[config.mk]
export PLATFORM = sky130hd
export DESIGN_NAME = imem_loader_flat
export DESIGN_NICKNAME = d
export VERILOG_FILES = /design/src/rtl/loader_pkg.sv /design/src/rtl/imem_loader_if.sv /design/src/rtl/byte_packer.sv /design/src/rtl/imem_loader.sv /design/src/flat_wrapper.sv
export SDC_FILE = /design/constraint.sdc
export NUM_CORES = 1
export LEC_CHECK = 0
export CORE_ASPECT_RATIO = 1.4
export CORE_MARGIN = 2
export CORE_UTILIZATION = 52
export CTS_CLUSTER_DIAMETER = 50
export DETAILED_ROUTE_END_ITERATION = 8
export PLACE_DENSITY = 0.77
export SYNTH_ARGS = -nofsm -noshare
export SYNTH_HDL_FRONTEND = slang
export SYNTH_SLANG_ARGS = --single-unit
[constraint.sdc]
create_clock -name clk -period 4.25 [get_ports clk]
set_input_delay 1.0625 -clock clk [delete_from_list [all_inputs] [get_ports clk]]
set_output_delay 1.0625 -clock clk [all_outputs]
set_load 0.01 [all_outputs]
[src/rtl/loader_pkg.sv]
// Shared definitions for the instruction-memory image loader.
// The CHK state exists only when IMEM_LOADER_CHECKSUM_EN is defined.
package loader_pkg;

   localparam int unsigned HDR_BYTES      = 2;
   localparam int unsigned BYTES_PER_WORD = 4;

`ifdef IMEM_LOADER_CHECKSUM_EN
   typedef enum logic [2:0] {
      StIdle, StHdr, StData, StWrite, StDone, StErr, StChk
   } state_e;
`else
   typedef enum logic [2:0] {
      StIdle, StHdr, StData, StWrite, StDone, StErr
   } state_e;
`endif

endpackage

[src/rtl/imem_loader_if.sv]
// Byte-stream input and instruction-memory write bus of the image loader.
// master: image source / memory side; slave: the loader itself.
interface imem_loader_if;

   logic        byte_valid;
   logic [7:0]  byte_data;
   logic        byte_ready;
   logic        wr_en;
   logic [31:0] wr_addr;
   logic [31:0] wr_data;

   modport master (
      output byte_valid, byte_data,
      input  byte_ready, wr_en, wr_addr, wr_data
   );

   modport slave (
      input  byte_valid, byte_data,
      output byte_ready, wr_en, wr_addr, wr_data
   );

endinterface

[src/rtl/byte_packer.sv]
// Little-endian 8-to-32 shift assembler. 'word' already includes the byte
// on byte_in, so it is the completed word in the cycle word_full is high.
module byte_packer
   import loader_pkg::*;
(
   input  logic        clk,
   input  logic        rst,
   input  logic        en,
   input  logic [7:0]  byte_in,
   output logic [31:0] word,
   output logic        word_full
);

   logic [31:0] shift_q;
   logic [1:0]  cnt_q;

   // Newest byte enters at the top, so the first byte ends up in [7:0].
   assign word      = {byte_in, shift_q[31:8]};
   assign word_full = en && (cnt_q == 2'(BYTES_PER_WORD - 1));

   // Shift register and byte counter advance only on accepted bytes; counter wraps 3->0.
   always_ff @(posedge clk or posedge rst) begin
      if (rst) begin
         shift_q <= '0;
         cnt_q   <= '0;
      end else if (en) begin
         shift_q <= word;
         cnt_q   <= cnt_q + 2'd1;
      end
   end

endmodule

[src/rtl/imem_loader.sv]
// Boot-time instruction-memory loader: receives a length-prefixed byte image,
// writes it word by word from BASE_ADDR, then releases the core from reset.
// Optional trailing XOR checksum byte: define IMEM_LOADER_CHECKSUM_EN.
module imem_loader
   import loader_pkg::*;
#(
   parameter int unsigned MAX_WORDS = 256,
   parameter logic [31:0] BASE_ADDR = 32'h0000_0000
) (
   input  logic           clk,
   input  logic           rst,
   imem_loader_if.slave   bus,
   output logic           core_rst,
   output logic           load_done,
   output logic           load_err
);

   localparam int unsigned IdxW = $clog2(MAX_WORDS + 1);

`ifdef IMEM_LOADER_CHECKSUM_EN
   localparam state_e AfterLast = StChk;
`else
   localparam state_e AfterLast = StDone;
`endif

   state_e          state_q, state_d;
   logic            hdr_cnt_q;
   logic [15:0]     n_q;
   logic [IdxW-1:0] idx_q;
   logic [31:0]     addr_q, data_q;

   logic            accept;
   logic            hdr_last;
   logic [15:0]     n_hdr;
   logic            last_word;
   logic            pack_en;
   logic            word_full;
   logic [31:0]     word;

   assign accept    = bus.byte_valid && bus.byte_ready;
   assign hdr_last  = (32'(hdr_cnt_q) == HDR_BYTES - 1);
   // Full word count as it will be once the current header byte lands.
   assign n_hdr     = {bus.byte_data, n_q[7:0]};
   assign last_word = (32'(idx_q) + 32'd1) == 32'(n_q);
   assign pack_en   = accept && (state_q == StData);

   byte_packer u_packer (
      .clk       (clk),
      .rst       (rst),
      .en        (pack_en),
      .byte_in   (bus.byte_data),
      .word      (word),
      .word_full (word_full)
   );

`ifdef IMEM_LOADER_CHECKSUM_EN
   logic [7:0] chk_q;
   logic       chk_ok;

   assign chk_ok = (bus.byte_data == chk_q);

   // Running XOR over every header and data byte.
   always_ff @(posedge clk or posedge rst) begin
      if (rst) begin
         chk_q <= '0;
      end else if (accept && (state_q != StChk)) begin
         chk_q <= chk_q ^ bus.byte_data;
      end
   end
`endif

   // Ready depends on state only, keeping the accept path free of loops.
   always_comb begin
      bus.byte_ready = 1'b0;
      unique case (state_q)
         StHdr, StData: bus.byte_ready = 1'b1;
`ifdef IMEM_LOADER_CHECKSUM_EN
         StChk:         bus.byte_ready = 1'b1;
`endif
         default:       bus.byte_ready = 1'b0;
      endcase
   end

   // Next-state logic.
   always_comb begin
      state_d = state_q;
      unique case (state_q)
         StIdle: state_d = StHdr;
         StHdr: begin
            if (accept && hdr_last) begin
               if (n_hdr == 16'd0) begin
                  state_d = AfterLast;
               end else if (32'(n_hdr) > MAX_WORDS) begin
                  state_d = StErr;
               end else begin
                  state_d = StData;
               end
            end
         end
         StData: begin
            if (word_full) begin
               state_d = StWrite;
            end
         end
         StWrite: state_d = last_word ? AfterLast : StData;
`ifdef IMEM_LOADER_CHECKSUM_EN
         StChk: begin
            if (accept) begin
               state_d = chk_ok ? StDone : StErr;
            end
         end
`endif
         StDone:  state_d = StDone;
         StErr:   state_d = StErr;
         default: state_d = StIdle;
      endcase
   end

   // State, header, index and write-bus registers.
   always_ff @(posedge clk or posedge rst) begin
      if (rst) begin
         state_q   <= StIdle;
         hdr_cnt_q <= 1'b0;
         n_q       <= '0;
         idx_q     <= '0;
         addr_q    <= '0;
         data_q    <= '0;
      end else begin
         state_q <= state_d;
         if (accept && (state_q == StHdr)) begin
            hdr_cnt_q <= ~hdr_cnt_q;
            n_q       <= hdr_last ? n_hdr : {8'h00, bus.byte_data};
         end
         // Capture on the 4th byte so address/data are valid during WRITE and hold afterwards.
         if (word_full) begin
            data_q <= word;
            addr_q <= BASE_ADDR + (32'(idx_q) * BYTES_PER_WORD);
         end
         if (state_q == StWrite) begin
            idx_q <= idx_q + IdxW'(1);
         end
      end
   end

   assign bus.wr_en   = (state_q == StWrite);
   assign bus.wr_addr = addr_q;
   assign bus.wr_data = data_q;
   assign core_rst    = (state_q != StDone);
   assign load_done   = (state_q == StDone);
   assign load_err    = (state_q == StErr);

endmodule

[src/flat_wrapper.sv]
// flat-port wrapper written by rule: the top's interface ports become plain ports
module imem_loader_flat import loader_pkg::*;
#(
   parameter int unsigned MAX_WORDS = 256,
   parameter logic [31:0] BASE_ADDR = 32'h0000_0000
)
  (clk, rst, core_rst, load_done, load_err, bus_byte_valid, bus_byte_data, bus_byte_ready, bus_wr_en, bus_wr_addr, bus_wr_data);
  imem_loader_if bus_i ();
  input  logic clk;
  input  logic rst;
  output logic core_rst;
  output logic load_done;
  output logic load_err;
  input wire logic [$bits(bus_i.byte_valid)-1:0] bus_byte_valid;
  input wire logic [$bits(bus_i.byte_data)-1:0] bus_byte_data;
  output wire logic [$bits(bus_i.byte_ready)-1:0] bus_byte_ready;
  output wire logic [$bits(bus_i.wr_en)-1:0] bus_wr_en;
  output wire logic [$bits(bus_i.wr_addr)-1:0] bus_wr_addr;
  output wire logic [$bits(bus_i.wr_data)-1:0] bus_wr_data;
  assign bus_i.byte_valid = bus_byte_valid;
  assign bus_i.byte_data = bus_byte_data;
  assign bus_byte_ready = bus_i.byte_ready;
  assign bus_wr_en = bus_i.wr_en;
  assign bus_wr_addr = bus_i.wr_addr;
  assign bus_wr_data = bus_i.wr_data;
  imem_loader #(.MAX_WORDS(MAX_WORDS), .BASE_ADDR(BASE_ADDR)) u_core (.clk(clk), .rst(rst), .bus(bus_i), .core_rst(core_rst), .load_done(load_done), .load_err(load_err));
endmodule
==> impl_metrics.ini <==
[status]
status = finished clean

[yosys]
async_flop_share_pct = 100
synth_seq_cells = 96
ys_top_cells_by_count = dfrtp_1, mux2_2, nand2_1
postSynthAreaPerCell_um2 = 12.6
ys_seq_area_share_pct = 56.0
synth_edf_count = 0
yosysMostFrequentCell = dfrtp_1
yosysTopAreaCellShare_pct = 56.0
yosysTopAreaCell = dfrtp_1
ys_types = 45
yosysWarnings = 0
synthTopCellsByArea = dfrtp_1, mux2_2, buf_4
syn_area_um2 = 4290
synth-main-ff-cell = dfrtp_1
synth_cells = 340

[timing]
clock.fmax_mhz = 317
period_needed_ns = 3.16
fin_crit_sh_pct = 74.3
relSlewSlack_pct = 56.5
fin_skew_ns = 0.00635
finalSetupViolations = 0
finalHoldViolations = 0
worst_pin_slew_ns = 0.651
fin_setup_tns_ns = 0
hold_ws_ns = 0.487
rsz0062_at_grt = false
maxSlewViolCount = 0

[global_routing]
global_route.usage.total_pct = 20.2
antenna_found_initial = 0
first_global_vias = 2675
grt_pass1_wl_mm = 13.7
grt_start_max_net_pins = 41
grt-ovfl-total = 0

[setup_path]
r2r-end = u_core.n_q[6]
arrival_ns = 2.09
critPathMaxFanout = 9
crit_type = reg -> out
critical_path.startpoint_type = flip-flop
reg2reg_depth = 5
cp.required_ns = 3.19
critPathCaptureType = primary output
crit_path_start = u_core.state_q[1]
r2r_slack_ns = 2.05
worstReg2RegStart = u_core.state_q[1]

[clock_tree]
cts_buffers = 9
htreeDepth = 3
cts_resized = 0
cts_sinks = 96
clk_pin_slew_ns = 0.06
post_cts_buffers = 0
hold_buffers = 0
clockBufferDepth = 2
root_buffer = clkbuf_16
cts_tree = built
clock_latency_ns = 0.35

[hold_path]
holdPathEnd = u_core.n_q[13]
hold_path_depth = 2
hold_path.class = reg -> reg
min-delay-start = u_core.n_q[13]

[drt]
wire_per_inst_um = 16.5
drc = 0
drt_pre_antenna_iters = 4
via_count = 2698
ant_nets = 0
drt-initial-drc-count = 111
wl_mm = 8.23
via_per_inst = 5.41

[cells_and_area]
antenna_cells = 0
syn_to_final_growth_pct = 21.3
fin_nets = 405
drive_gt1_share_pct = 25.2
stdcell_area_um2 = 5200

[floorplanning]
rows = 39
die-area_um2 = 9000
die_w_um = 80.7
core_um2 = 8100
fp.dieH_um = 111
ios = 80
start_util_pct = 52.9

[place]
placement.io_buffers = 56
placedInstanceArea_um2 = 4840
place_congestion = 0.823
hpwl_mm = 5.62

[power]
peakVddDrop_v = 0.000327
power_density_nw_per_um2 = 370
power.leakage_nw = 2.52

[flow_run]
maxCapViolCount = 0
[state kept, by name, indices dropped and copies added (netlist names)]
name,count
u_core.u_packer.cnt_q,2
u_core.u_packer.shift_q,24
u_core.idx_q,9
u_core.n_q,16
u_core.hdr_cnt_q,1
u_core.state_q,3
u_core.bus.wr_data,32
u_core.bus.wr_addr,9
[report_power, final]
| group | internal [mW] | switching (mW) |
|---|---|---|
| combinational | 0.0203 | 0.0410 |
| sequential | 0.918 | 0.00632 |
| clock | 0.606 | 0.331 |
| total | 1.54 | 0.378 |
[critical path: stages (launching register included)]
cell             delay, ns
dfrtp_1               0.51
nand2_1               0.12
nor2_1                0.46
clkdlybuf4s50_1       0.65
[metal layers]
metal	routed length [µm]	track usage, %	share of wire (%)
met1	3280	25.5	40
met3	432	5.27	5.2
met4	156	7.57	1.9
met2	4360	33.1	53
met5	0	0	0
[worst max path at each step]
stage                              to  slack (ns)  depth (start not counted)
2_1_floorplan  u_core.bus.wr_addr[10]        0.68                          1
3_3_place_gp    u_core.bus.wr_addr[2]        1.15                          5
5_1_grt                     bus_wr_en        0.95                          3
4_1_cts                     bus_wr_en        1.06                          3
3_5_place_dp   u_core.bus.wr_data[22]        1.11                          5
6_report                    bus_wr_en        1.09                          3
[logic make-up (layout without fill, tap and decap cells)]
group	Yosys count	in the layout	share of synthesized area, %
AO/OA/AOI/OAI	27	27	3.91
XOR/XNOR	19	19	3.88
AND/OR/NAND/NOR	75	75	9.37
multiplexers	75	75	19.7
adder cells (fa/ha/maj)	2	2	0.584
buffers and inverters	45	80	6.48
flip-flops	96	96	56.0
other	1	23	0.0875
[metrics by stage]
stage	std cells	utilization (%)	power (mW)	setup WS, ns
after CTS	499	64.2	1.94	1.06
final	499	64.2	1.92	1.09
after detailed placement	483	59.8	1.00	1.11
after floorplan	362	-	0.993	0.682
after global routing	499	64.2	1.99	0.953
after global placement	483	59.8	1.00	1.15
[area by class of cell]
cell class | instances | area, µm²
tap | 102 | 128
clock buffer | 11 | 253
clock inverter | 5 | 103
multi-input combinational | 221 | 1710
inverter | 4 | 16.3
timing repair buffer | 60 | 591
fill | 623 | 2900
sequential | 96 | 2400
[placed cells by master, fill, tap and decap left out, types with 8 or more instances in the layout]
cell,Yosys,layout
conb_1,1,23
clkdlybuf4s50_1,0,56
nor2_1,10,10
nand2_1,28,27
o21ai_0,13,13
mux2_2,74,74
xnor2_1,11,11
clkbuf_16,0,9
xor2_1,8,8
dfrtp_1,96,96
(Power assumes the default switching activity.)
